<file path="src/rtl/cpu_run_ctrl.sv">
// rtl/cpu_run_ctrl.sv - run/halt/single-step sequencer for the single-cycle MIPS core
//
// Owns the core's reset and per-cycle execute enable. After controller reset the
// core is held in reset for RST_CYCLES edges, then the host can RUN, STEP or HALT
// it. Execution stops on a PC breakpoint (RUN only) or on a BREAK instruction,
// which is never executed. Retired instructions are counted.
//
// Ports:
//   clk_in       system clock, rising edge
//   reset        synchronous active-low reset
//   cmd_valid    host command present
//   cmd_ready    command accepted on valid && ready edge (low in RESET_HOLD)
//   cmd_op       00 RUN, 01 STEP, 10 HALT, 11 SET_BP
//   cmd_arg      STEP: count in [STEP_W-1:0]; SET_BP: [31:2] word addr, [0] enable
//   pc_i         core PC of the instruction about to execute
//   inst_i       core instruction about to execute
//   cpu_rst      active-high reset to the core
//   cpu_en       core commits the current instruction on this edge
//   state_o      0 RESET_HOLD, 1 HALTED, 2 RUN, 3 STEP
//   halt_cause   0 command/none, 1 breakpoint, 2 BREAK, 3 step done
//   step_left    steps remaining while in STEP
//   retired_cnt  number of edges with cpu_en=1, wrapping
module cpu_run_ctrl #(
  parameter int          STEP_W     = 16,
  parameter int          RST_CYCLES = 4,
  parameter int          AUTO_RUN   = 0,
  parameter logic [31:0] BREAK_INST = 32'h0000000D
) (
  input  logic              clk_in,
  input  logic              reset,
  input  logic              cmd_valid,
  output logic              cmd_ready,
  input  logic [1:0]        cmd_op,
  input  logic [31:0]       cmd_arg,
  input  logic [31:0]       pc_i,
  input  logic [31:0]       inst_i,
  output logic              cpu_rst,
  output logic              cpu_en,
  output logic [1:0]        state_o,
  output logic [1:0]        halt_cause,
  output logic [STEP_W-1:0] step_left,
  output logic [31:0]       retired_cnt
);

  typedef enum logic [1:0] {
    S_RESET_HOLD = 2'd0,
    S_HALTED     = 2'd1,
    S_RUN        = 2'd2,
    S_STEP       = 2'd3
  } state_t;

  localparam logic [1:0] OP_RUN    = 2'b00;
  localparam logic [1:0] OP_STEP   = 2'b01;
  localparam logic [1:0] OP_HALT   = 2'b10;
  localparam logic [1:0] OP_SET_BP = 2'b11;

  localparam logic [1:0] CAUSE_CMD  = 2'd0;
  localparam logic [1:0] CAUSE_BP   = 2'd1;
  localparam logic [1:0] CAUSE_BRK  = 2'd2;
  localparam logic [1:0] CAUSE_STEP = 2'd3;

  localparam int                HOLD_W    = (RST_CYCLES > 1) ? $clog2(RST_CYCLES) : 1;
  localparam logic [HOLD_W-1:0] HOLD_LAST = HOLD_W'(RST_CYCLES - 1);

  state_t              state;
  logic [HOLD_W-1:0]   hold_cnt;
  logic [29:0]         bp_addr;
  logic                bp_en;

  logic                hit_bp;
  logic                hit_brk;
  logic                cmd_fire;
  logic [STEP_W-1:0]   step_arg;
  logic                unused_bits;

  assign hit_bp    = bp_en && (pc_i[31:2] == bp_addr);
  assign hit_brk   = (inst_i == BREAK_INST);
  assign cmd_ready = (state != S_RESET_HOLD);
  assign cmd_fire  = cmd_valid && cmd_ready;
  assign step_arg  = cmd_arg[STEP_W-1:0];
  assign state_o   = state;

  // Byte-offset bits never participate in breakpoint matching.
  assign unused_bits = ^{cmd_arg[1], pc_i[1:0]};

  // The core samples cpu_en on the same edge it would commit, so this stays
  // combinational from the current PC/instruction. Breakpoints only gate RUN so
  // the host can step off an instruction it stopped on.
  always_comb begin
    cpu_en = 1'b0;
    case (state)
      S_RUN:   cpu_en = !hit_bp && !hit_brk;
      S_STEP:  cpu_en = (step_left != '0) && !hit_brk;
      default: cpu_en = 1'b0;
    endcase
  end

  always_ff @(posedge clk_in) begin
    if (!reset) begin
      state       <= S_RESET_HOLD;
      cpu_rst     <= 1'b1;
      halt_cause  <= CAUSE_CMD;
      step_left   <= '0;
      retired_cnt <= '0;
      bp_addr     <= '0;
      bp_en       <= 1'b0;
      hold_cnt    <= '0;
    end else begin
      if (cpu_en) begin
        retired_cnt <= retired_cnt + 32'd1;
      end

      // cmd_fire is never true in RESET_HOLD, so this covers HALTED/RUN/STEP.
      if (cmd_fire && (cmd_op == OP_SET_BP)) begin
        bp_addr <= cmd_arg[31:2];
        bp_en   <= cmd_arg[0];
      end

      case (state)
        S_RESET_HOLD: begin
          if (hold_cnt == HOLD_LAST) begin
            state   <= (AUTO_RUN != 0) ? S_RUN : S_HALTED;
            cpu_rst <= 1'b0;
          end else begin
            hold_cnt <= hold_cnt + 1'b1;
          end
        end

        S_HALTED: begin
          if (cmd_fire) begin
            case (cmd_op)
              OP_RUN: begin
                state      <= S_RUN;
                halt_cause <= CAUSE_CMD;
              end
              OP_STEP: begin
                // A zero-length step is accepted but does nothing.
                if (step_arg != '0) begin
                  state      <= S_STEP;
                  step_left  <= step_arg;
                  halt_cause <= CAUSE_CMD;
                end
              end
              default: ;
            endcase
          end
        end

        S_RUN: begin
          if (hit_brk) begin
            state      <= S_HALTED;
            halt_cause <= CAUSE_BRK;
          end else if (hit_bp) begin
            state      <= S_HALTED;
            halt_cause <= CAUSE_BP;
          end else if (cmd_fire && (cmd_op == OP_HALT)) begin
            state      <= S_HALTED;
            halt_cause <= CAUSE_CMD;
          end
        end

        S_STEP: begin
          if (hit_brk) begin
            state      <= S_HALTED;
            halt_cause <= CAUSE_BRK;
            step_left  <= '0;
          end else if (cmd_fire && (cmd_op == OP_HALT)) begin
            // An instruction enabled on this edge still commits; only the
            // remaining steps are abandoned.
            state      <= S_HALTED;
            halt_cause <= CAUSE_CMD;
            step_left  <= '0;
          end else if (cpu_en) begin
            step_left <= step_left - 1'b1;
            if (step_left == STEP_W'(1)) begin
              state      <= S_HALTED;
              halt_cause <= CAUSE_STEP;
            end
          end
        end

        default: state <= S_RESET_HOLD;
      endcase
    end
  end

endmodule

</file>
<file path="config.mk">
export PLATFORM = sky130hd
export DESIGN_NAME = cpu_run_ctrl
export DESIGN_NICKNAME = d
export VERILOG_FILES = /design/src/rtl/cpu_run_ctrl.sv
export SDC_FILE = /design/constraint.sdc
export NUM_CORES = 1
export LEC_CHECK = 0
export CORE_MARGIN = 2
export CORE_UTILIZATION = 45
export DETAILED_ROUTE_END_ITERATION = 8
export GPL_ROUTABILITY_DRIVEN = 0
export PLACE_DENSITY = 0.75
export SLEW_MARGIN = 40
export SYNTH_ARGS = -nofsm -noshare
export SYNTH_HDL_FRONTEND = slang
export SYNTH_SLANG_ARGS = --single-unit
</file>
<file path="constraint.sdc">
create_clock -name clk_in -period 5.58 [get_ports clk_in]
set_input_delay 1.116 -clock clk_in [delete_from_list [all_inputs] [get_ports clk_in]]
set_output_delay 1.116 -clock clk_in [all_outputs]
set_load 0.01 [all_outputs]
</file>
* Word-level counts from Yosys, hierarchy flattened *
Index checks and enable logic that the tools add are counted.

word-level totals
  flip-flop bits (word level) = 86
  output and inout port bits = 55

operators by class
  add/sub/neg operators = 3
  equality and inequality tests = 19
  mux-type cells = 31
  bitwise operators = 1
  reductions and logical operators = 20

operator list
  kind                   number
  $mux 16                6
  $mux 2                 19
  $add 32x1->32 const B  1
  $eq 32x4->1 const B    1
  $pmux 16 s2            1
  $reduce_bool 16->1     2
  $eq 30x30->1           1
  $eq 16x1->1 const B    1
  $sub 16x1->16 const B  1
  $reduce_and 7->1       2
  $ne 4x4->1 const B     3
  $eq 2x2->1 const B     5
  $ne 2x2->1 const B     4
  $pmux 2 s2             2
  $pmux 2 s4             1
  $logic_and 1x1->1      6
  $pmux 2 s3             1
  $reduce_and 5->1       1
  $eq 2x1->1 const B     2
  $logic_not 2->1        2
  $reduce_and 2->1       2
  $reduce_bool 2->1      2
  $ne 3x2->1 const B     1
  $ne 3x3->1 const B     1
  other kinds (5)        6

* Logic depth before layout (Yosys ltp) *
Gate-level depths: netlist of the first run.

  depth after elaboration = 9
  gate-level depth with buffers = 10
  depth with buffers taken out = 7

* Worst setup path after synthesis of the first run *
Ideal clock, no wire load.

  kind = input to output
  start point = in pc_i[26]
  end point = out cpu_en
  data arrival time = 2549 ps
  slack = 1915 ps
  stages = 7
  path buffers = 2
  cells stage by stage = xor2_1 > or4_1 > nor4_2 > and3_1 > buf_4 > buf_4 > nor2_1

on the way
  longest elaborated chain between the ends = 5

ends and longest elaborated chain
  element            RTL line  source
  from (decl)        35        input logic [31:0] pc_i,
  $eq 30x30->1       76        assign hit_bp = bp_en && (pc_i[31:2] == bp_addr);
  $logic_and 1x1->1  76
  $logic_not 1->1    92        S_RUN: cpu_en = !hit_bp && !hit_brk;
  $logic_and 1x1->1  92
  $pmux 1 s2         91        case (state)
  to (decl)          38        output logic cpu_en,

Every way passes these cells.

* Worst setup path after layout of the first run *
  start point = in inst_i[11]
  end point = out cpu_en

on the way
  longest elaborated chain between the ends = 4

ends and longest elaborated chain
  element                                      RTL line  source
  from (decl)                                  36        input logic [31:0] inst_i,
  $eq 32x4->1 *                                77        assign hit_brk = (inst_i == BREAK_INST);
  $logic_not 1->1 *                            92, 93
  $logic_and 1x1->1, on equally long branches  93, 92
  $pmux 1 s2 *                                 91

Mark *: on every way between the ends. The rest lies on a longest branch, timed or not.

==> run metrics, run 1 <==
Routed Antenna Nets 0; most used routing layer in global routing met2; initial antenna violation count 0; Core Region 0.0107 mm2; crit-path leading delay family buffers and inverters; Worst Skew 0.0147 ns; final hold slack 0.459 ns; P_int 0.978 mW; sequential group share of total power 47.8%; Reg clk slew, reported paths 0.10 ns; Async SR Flop Fraction 0%; Critical Path End Type primary output; share of layout cells above drive strength 1 7.14%; Period minus WS final 4.65 ns; register bit count reported by yosys 86; first-pass GRT wire length 24000 um; clock sink count 86; drt drc 0; root buf cell clkbuf_8; drt wl/cell 16.8 um; PostCTS Resize Cnt 0; Lkg Pwr 2.14 nW; Cell Rows 38; Worst Hold Class reg2reg; Post-synth EDFFs 0; Post-layout nets 843; Period Utilization, post-route 83.3%; status finished, final reports clean; Clock Latency Late Sink 0.37 ns; library cells used by synthesis 62; non-filler cells, final 882; xor and xnor area share after synthesis 6.82%; total gr overflow 0; CP Cell Sequence clkdlybuf4s50_1 > nor4_1 > and4_1 > a21boi_2 > nand2_1 > buf_4 > nor2_1 > clkdlybuf4s50_1; vias 5219; routing usage on met3 3.92%; worst slew pin tran 0.820 ns; total power 1.36 mW; DP Worst Slack 0.923 ns; sequential fraction of the synthesis area 35.3%; # hold bufs at CTS 0; ANT cells 0; TritonCTS clock tree done; Final setup viols 0; Pwr Density 205 mW/mm2; Initial Util 45.6%; Avg Synthesized Cell Area 8.06 um2; critical path's slowest cell clkdlybuf4s50_1; slowest cell delay on critical path 0.51 ns; Vias/cell 5.92; Buf+Inv Stages, Crit Path 3; clock power share 34.1%; TritonRoute pass-1 iters 5; GR Util met1 33.4%; post-detail-place hpwl 10900 um; Max VDD drop 0.135 mV; Total Routing Usage GR 25.5%; Post-Syn Nets 711; Max FO, Critical Path 30; Worst Path Required 4.46 ns; TNS Setup 0 ns; largest net degree at the start of global routing 55; Compound-Gate Fraction of Synth Area 19.3%; Post-Route WL 14800 um; maximum clock frequency 0.215 GHz; top cell type's share of synthesized area 35.3%; fillcell total 958; First DRT Iteration DRCs 358; Max H-tree Level 3; RSZ-0062 raised after global routing false; max_cap viols 0; Ports 156; critical path class in2out; power share of the combinational group 18.1%; warning count from the yosys run 0; CTS Buffer Depth 2; die height 108 um; Synth area leader dfxtp_1; r2r setup slk 2.62 ns; crit-path most repeated cell clkdlybuf4s50_1; I/O Buffers 153; Syn Std Cell Area 0.00488 mm2; switching power 0.381 mW; Critical Path Start Type primary input; worst setup margin 0.930 ns; Post-synth top flop dfxtp_1; Simple-Gate Fraction of Synth Area 29.9%; postcts setup bufs 0; Die Wd 108 um; Post-Synth Adder-Cell Area 1.28%; area grow syn2layout 36.1%; CTS buffer count 9; post-synthesis mux area share 1.85%; CP arrival 3.53 ns; Final Hold Fails 0; vias in the first global route 4907; Max transition margin 45.2%; met2 usage 40.9%; placed cell count 866; Mapped Cells 605; Synth area leaders dfxtp_1, nand2_1, a21oi_1; largest family of logic cells by synthesized area simple AND/OR/NAND/NOR gates; full die area 0.0117 mm2; Slew Limit Fails 0; Switching Share 28.0%
==> path summary, 6_finish.rpt <==
check,start,endpoint,depth (start not counted)
max,inst_i[11],cpu_en,8
min,halt_cause[0]$_SDFFE_PN0P_,halt_cause[0]$_SDFFE_PN0P_,2
max reg2reg,state_o[0]$_SDFFE_PN0P_,step_left[13]$_SDFFE_PN0P_,5
min reg2reg,halt_cause[0]$_SDFFE_PN0P_,halt_cause[0]$_SDFFE_PN0P_,2
==> power groups by stage <==
stage	combinational (mW)	clock [mW]	sequential, mW
5_1_grt	0.269	0.500	0.653
3_3_place_gp	0.234	0	0.662
3_5_place_dp	0.241	0	0.664
4_1_cts	0.242	0.470	0.649
2_1_floorplan	0.125	0	0.658
6_report	0.246	0.464	0.650
==> per-layer routing <==
metal	part of all wire, %	wire (um)
met5	0	0
met4	3.8	568
met3	6.9	1030
met2	47	6910
met1	43	6300
==> synth_stat cells, types with 3 or more instances <==
cell	number
ha_1	5
nand4_1	15
o21ai_0	14
xor2_1	23
a31oi_1	4
nand2_1	103
nor4b_1	4
nor3b_1	3
buf_1	4
buf_6	3
mux2i_1	9
nand2b_1	4
nor3_1	17
a21oi_2	9
and4_1	5
inv_1	16
a21oi_1	62
a211oi_1	3
and2_1	3
nor2_1	25
a221oi_1	5
buf_2	4
and3_1	7
or3_1	5
or4_1	20
clkbuf_1	19
nor4_1	18
buf_4	5
nand3_1	21
o21ai_1	3
o31ai_1	23
xnor2_1	15
or4_2	4
a32o_1	5
dfxtp_1	86
==> worst reg2reg max path, stage by stage (launching register included) <==
cell and delay, ns:
dfxtp_1 0.59, nand2_1 0.52, a211oi_4 0.80, a211o_1 0.60
o21ai_0 0.21, a21oi_1 0.17
==> cell type report <==
| cell class | instances | area [um2] | area share [%] |
|---|---|---|---|
| multi-input cells | 466 | 2910 | 43.8 |
| flip-flops and latches | 86 | 1720 | 25.9 |
| repair buffers | 158 | 1570 | 23.6 |
| well taps | 140 | 175 | 2.64 |
| clock buffers | 10 | 138 | 2.07 |
| clock inverters | 6 | 67.6 | 1.02 |
| inverters | 16 | 62.6 | 0.942 |
==> cell families (layout without fill, tap and decap cells) <==
logic type,after synthesis,count (layout)
AO/OA/AOI/OAI,144,144
XOR/XNOR,38,38
adder cells (fa/ha/maj),5,5
buffers and inverters,53,190
flip-flops,86,86
multiplexers,9,9
AND/OR/NAND/NOR,270,270
==> placed cells by master, fill, tap and decap left out, types with 10 or more instances in the layout <==
cell type	Yosys	routed
xor2_1	23	23
nor4_1	18	18
nand2_1	103	103
nor3_1	17	17
xnor2_1	15	15
a21oi_1	62	62
clkbuf_8	0	10
nand3_1	21	21
nand4_1	15	15
inv_1	16	15
o31ai_1	23	23
nor2_1	25	25
clkdlybuf4s50_1	0	153
o21ai_0	14	14
or4_1	20	20
dfxtp_1	86	86
==> state kept, by name (all words and copies together) (netlist names) <==
name / cells
hold_cnt: 2
step_left: 16
state_o: 2
halt_cause: 2
bp_en: 1
bp_addr: 30
cpu_rst: 1
retired_cnt: 32
==> per-stage QoR <==
stage	utilization, %	area, um2
detailed placement	60.1	6430
global placement	60.0	6420
global route	62.1	6640
finish	62.1	6640
CTS	62.0	6630
floorplan	-	4880
Note: power is estimated with default switching activity, not from simulation.
==> run 2: changes to the inputs <==
clock period = 4.6 ns   (was 5.58 ns; I/O delays follow)
==> run metrics, run 2 (synthesis gave the netlist of run 1 again) <==
Top Registers retired_cnt: 32 flops, bp_addr: 30 flops, step_left: 16 flops; First DRT Iteration DRCs 301 (-16%); Max transition margin 53.4% (+8.3 points); placed cell count 868 (+0.23%); R2R cell count 6 (+1); TritonRoute pass-1 iters 4 (-1); status finished, final reports clean; CP arrival 3.23 ns (-0.30 ns); Worst Skew 0.0173 ns (+0.00256 ns); Critical R2R Launch state_o[0]$_SDFFE_PN0P_; non-filler cells, final 884 (+0.23%); Biggest register retired_cnt; Post-layout nets 845 (+0.24%); maximum clock frequency 0.241 GHz; Clock Latency Late Sink 0.36 ns (about the same); critical path class in2out; initial antenna violation count 0 (unchanged); Critical Path Start Type primary input; r2r setup slk 1.98 ns (-0.64 ns); clock power share 34.1% (about the same); max_cap viols 0 (unchanged); Cell Rows 38 (unchanged); most frequent cells in the layout clkdlybuf4s50_1, nand2_1, dfxtp_1; Ports 156 (unchanged); largest net degree at the start of global routing 55 (unchanged); Vias/cell 5.95 (+0.58%); share of layout cells above drive strength 1 7.39% (+0.25 points); FF-to-FF End step_left[0]$_SDFFE_PN0P_; worst slew pin tran 0.696 ns (-0.124 ns); Pwr Density 248 mW/mm2 (+21%); commonest non-fill, non-tap cell in the layout clkdlybuf4s50_1; # hold bufs at CTS 0 (unchanged); Period minus WS final 4.15 ns; power share of the combinational group 18.0% (about the same); Max VDD drop 0.123 mV (-8.5%); CTS Buffer Depth 2 (unchanged); switching power 0.459 mW (+20%); Reg clk slew, reported paths 0.09 ns (about the same); postcts setup bufs 0 (unchanged); DP Area 0.00644 mm2 (+0.23%); Period Utilization, post-route 90.3%; Final setup viols 0 (unchanged); sequential group share of total power 47.8% (about the same); Worst Path Required 3.68 ns (-0.78 ns); first-pass GRT wire length 23900 um (-0.38%); Max H-tree Level 3 (unchanged); die height 108 um (unchanged); Routed Antenna Nets 0 (unchanged); Lkg Pwr 2.16 nW (+0.72%); Max FO, Critical Path 3 (-90%); ANT cells 0 (unchanged); Total Routing Usage GR 25.3% (-0.18 points); Initial Util 45.6% (unchanged); clock sink count 86 (unchanged); RSZ-0062 raised after global routing false; root buf cell clkbuf_8; max FFs per register 32 (unchanged); CTS buffer count 9 (unchanged); vias in the first global route 4910 (+0.061%); drt wl/cell 16.8 um (+0.15%); TritonCTS clock tree done; PostCTS Resize Cnt 0 (unchanged); Slew Limit Fails 0 (unchanged); Design Area, Final 0.00665 mm2 (+0.13%); P_int 1.19 mW (+22%); Post-Route WL 14900 um (+0.38%); Worst Hold Class reg2reg; total gr overflow 0 (unchanged); TNS Setup 0 ns (unchanged); Die Wd 108 um (unchanged); Switching Share 27.9% (-0.17 points); CP Capture Point cpu_en; area grow syn2layout 36.3%; crit path launch pc_i[6]; full die area 0.0117 mm2 (unchanged); Final Hold Fails 0 (unchanged); post-detail-place hpwl 10900 um (about the same); vias 5261 (+0.80%); Core Region 0.0107 mm2 (unchanged); I/O Buffers 153 (unchanged); drt drc 0 (unchanged); Critical Path End Type primary output
run 2: cell types whose count changed in the layout (fill, tap and decap cells not counted), sizes merged:
cell | before | now
clkinv | 1 | 2
buf | 5 | 7
clkinvlp | 2 | 1
run 2: layout make-up:
cell class	instances	area, um2
multi-input cells	466	2900
clock buffers	10	138
clock inverters	6	68.8
well taps	140	175
fillers	970	4050
repair buffers	160	1580
inverters	16	62.6
flip-flops and latches	86	1720
run 2: per-stage QoR:
stage               utilization, %  total power, mW  worst slack (ns)  hold WS, ns
floorplan                        -            0.950              1.33        0.445
global placement              60.1             1.09             0.467        0.447
detailed placement            60.2             1.10             0.450        0.460
CTS                           62.1             1.65             0.427        0.472
global route                  62.1             1.72             0.372        0.489
finish                        62.1             1.65             0.447        0.471
run 2: how the worst min path moves through the flow:
| stage | start | to | cells after the start |
|---|---|---|---|
| CTS | bp_addr[12]$_SDFFE_PN0P_ | bp_addr[12]$_SDFFE_PN0P_ | 2 |
| global placement | halt_cause[0]$_SDFFE_PN0P_ | halt_cause[0]$_SDFFE_PN0P_ | 2 |
| floorplan | bp_en$_SDFFE_PN0P_ | bp_en$_SDFFE_PN0P_ | 2 |
| global route | bp_addr[13]$_SDFFE_PN0P_ | bp_addr[13]$_SDFFE_PN0P_ | 2 |
| finish | bp_addr[12]$_SDFFE_PN0P_ | bp_addr[12]$_SDFFE_PN0P_ | 2 |
| detailed placement | bp_addr[12]$_SDFFE_PN0P_ | bp_addr[12]$_SDFFE_PN0P_ | 2 |
run 2: metal layers:
metal / vias to the layer above / share of wire (%) / GRT usage, %
li1: 2507 / - / -
met1: 2487 / 42 / 33.2
met2: 234 / 48 / 42.7
met3: 33 / 6.8 / 3.62
met4: 0 / 2.5 / 8.79
met5: - / 0 / 0
run 2: critical path, stage by stage:
cell and delay [ns]:
clkdlybuf4s50_1 0.44, xor2_1 0.17, or4_1 0.53, nor4_2 0.34, and3_1 0.24, nor2_1 0.09, clkdlybuf4s50_1 0.51
run 2: power by group through the flow:
stage | Clock [mW] | Combinational, mW | Sequential, mW
2_1_floorplan | 0 | 0.152 | 0.799
3_3_place_gp | 0 | 0.284 | 0.803
3_5_place_dp | 0 | 0.295 | 0.805
4_1_cts | 0.568 | 0.296 | 0.788
5_1_grt | 0.599 | 0.326 | 0.791
6_report | 0.563 | 0.297 | 0.788
==> run 3: changes to the inputs <==
CORE_UTILIZATION = 47   (was 45)
PLACE_DENSITY = 0.78   (was 0.75)
==> run metrics, run 3 (synthesis gave the netlist of run 1 again) <==
Die Wd 106 um (-2.1%); post-layout util 65.6% (+3.5 points); Routed Antenna Nets 0 (unchanged); DP Area 0.00643 mm2 (-0.12%); CTS Buffer Depth 2 (unchanged); switching power 0.453 mW (-1.4%); vias 5184 (-1.5%); P_int 1.28 mW (+8.0%); # hold bufs at CTS 0 (unchanged); full die area 0.0112 mm2 (-4.1%); total gr overflow 0 (unchanged); max FFs per register 32 (unchanged); Reg clk slew, reported paths 0.09 ns (about the same); initial antenna violation count 0 (unchanged); share of layout cells above drive strength 1 7.52% (+0.12 points); TritonRoute pass-1 iters 5 (+1); clock sink count 86 (unchanged); Period minus WS final 4.14 ns (-0.0140 ns); Design Area, Final 0.00669 mm2 (+0.56%); non-filler cells, final 881 (-0.34%); Lkg Pwr 2.18 nW (+1.2%); post-detail-place hpwl 10600 um (-3.0%); Post-layout nets 846 (+0.12%); area grow syn2layout 37.1%; hold wc startpoint bp_addr[15]$_SDFFE_PN0P_; Max transition margin 55.0% (+1.6 points); status finished, final reports clean; Clock Latency Late Sink 0.36 ns (about the same); ANT cells 0 (unchanged); critical path class in2out; Final Hold Fails 0 (unchanged); vias in the first global route 4744 (-3.4%); r2r setup slk 1.63 ns (-0.35 ns); Biggest register retired_cnt; critical path's slowest cell or4_1; I/O Buffers 153 (unchanged); Top Registers retired_cnt: 32 flops, bp_addr: 30 flops, step_left: 16 flops; hold depth 2 (unchanged); Core Region 0.0102 mm2 (-4.8%); TNS Setup 0 ns (unchanged); postcts setup bufs 0 (unchanged); drt wl/cell 16.1 um (-4.0%); root buf cell clkbuf_8; largest net degree at the start of global routing 35 (-36%); TritonCTS clock tree done; area of the multi-input gates 0.00290 mm2 (unchanged); CTS buffer count 9 (unchanged); FF-to-FF End step_left[0]$_SDFFE_PN0P_; crit path launch pc_i[6]; slowest cell delay on critical path 0.53 ns (about the same); CP arrival 3.22 ns (about the same); max_cap viols 0 (unchanged); R2R cell count 6 (unchanged); Vias/cell 5.88 (-1.1%); Worst Hold Class reg2reg; most frequent cells in the layout clkdlybuf4s50_1, nand2_1, dfxtp_1; worst slew pin tran 0.672 ns (-0.0239 ns); Critical Path Start Type primary input; power share of the combinational group 17.1% (-0.9 points); first-pass GRT wire length 23000 um (-3.8%); RSZ-0062 raised after global routing false; Critical Path End Type primary output; maximum clock frequency 0.242 GHz (+0.34%); Worst Path Required 3.68 ns (about the same); Cell Rows 37 (-2.6%); Worst Skew 0.0101 ns (-0.00716 ns); Switching Share 26.1% (-1.8 points); First DRT Iteration DRCs 300 (-0.33%); Initial Util 47.9% (+2.3 points); crit-path most repeated cell clkdlybuf4s50_1; CP Cell Sequence clkdlybuf4s50_1 > xor2_1 > or4_1 > nor4_2 > and3_1 > nor2_1 > clkdlybuf4s50_1; Total Routing Usage GR 25.0% (-0.30 points); Post-Route WL 14200 um (-4.3%); Slew Limit Fails 0 (unchanged); Critical R2R Launch state_o[0]$_SDFFE_PN0P_; drt drc 0 (unchanged); fillcell total 896 (-7.6%); Max H-tree Level 3 (unchanged); Final setup viols 0 (unchanged); placed cell count 865 (-0.35%); PostCTS Resize Cnt 0 (unchanged); sequential group share of total power 45.4% (-2.4 points); Period Utilization, post-route 90.0% (-0.30 points); Max VDD drop 0.183 mV (+49%); Ports 156 (unchanged); die height 106 um (-2.1%); Pwr Density 260 mW/mm2 (+4.8%); clock power share 37.5% (+3.4 points); commonest non-fill, non-tap cell in the layout clkdlybuf4s50_1; hold worst-path end bp_addr[15]$_SDFFE_PN0P_; Max FO, Critical Path 3 (unchanged); Seq. cell area 0.00172 mm2 (unchanged)
==> run 3: cell types whose count changed in the layout (fill, tap and decap cells not counted) <==
cell and change:
clkbuf_8 -1, clkinv_2 +1, inv_8 +1, bufinv_16 +2
inv_6 -1, clkinv_4 -1, inv_2 +1, clkinvlp_4 -1
inv_4 -1, buf_4 +1
==> run 3: layout make-up <==
cell class / count / area share, %
repair buffers: 161 / 23.8
flip-flops and latches: 86 / 25.8
clock buffers: 9 / 1.85
clock inverters: 7 / 1.80
well taps: 136 / 2.55
inverters: 16 / 0.898
multi-input cells: 466 / 43.3
==> run 3: worst max-delay path by stage <==
stage | end | slack [ns] | depth (start not counted)
floorplan | cpu_en | 1.33 | 7
global placement | cpu_en | 0.49 | 7
detailed placement | cpu_en | 0.48 | 7
CTS | cpu_en | 0.48 | 7
global route | cpu_en | 0.42 | 7
finish | cpu_en | 0.46 | 7
==> run 3: critical path: cells and delay by family <==
| family | cells | cell delay (ns) |
|---|---|---|
| AND/OR/NAND/NOR | 4 | 1.17 |
| buffers and inverters | 2 | 0.95 |
| XOR/XNOR | 1 | 0.18 |
==> run 3: layer usage <==
metal | track usage (%) | share of wire (%)
met5 | 0 | 0
met4 | 9.40 | 2.4
met3 | 2.60 | 5.6
met2 | 41.9 | 49
met1 | 33.4 | 43
==> run 3: power by group through the flow <==
stage,Clock (mW),Sequential [mW],Combinational (mW)
3_5_place_dp,0,0.804,0.292
2_1_floorplan,0,0.799,0.152
5_1_grt,0.701,0.791,0.323
6_report,0.651,0.788,0.298
4_1_cts,0.658,0.788,0.294
3_3_place_gp,0,0.803,0.284
==> run 3: metrics by stage <==
step           total power, mW  hold WS (ns)  worst slack, ns
2_1_floorplan            0.950         0.445             1.33
3_3_place_gp              1.09         0.447            0.485
3_5_place_dp              1.10         0.460            0.479
5_1_grt                   1.81         0.496            0.425
6_report                  1.74         0.472            0.461
4_1_cts                   1.74         0.473            0.478
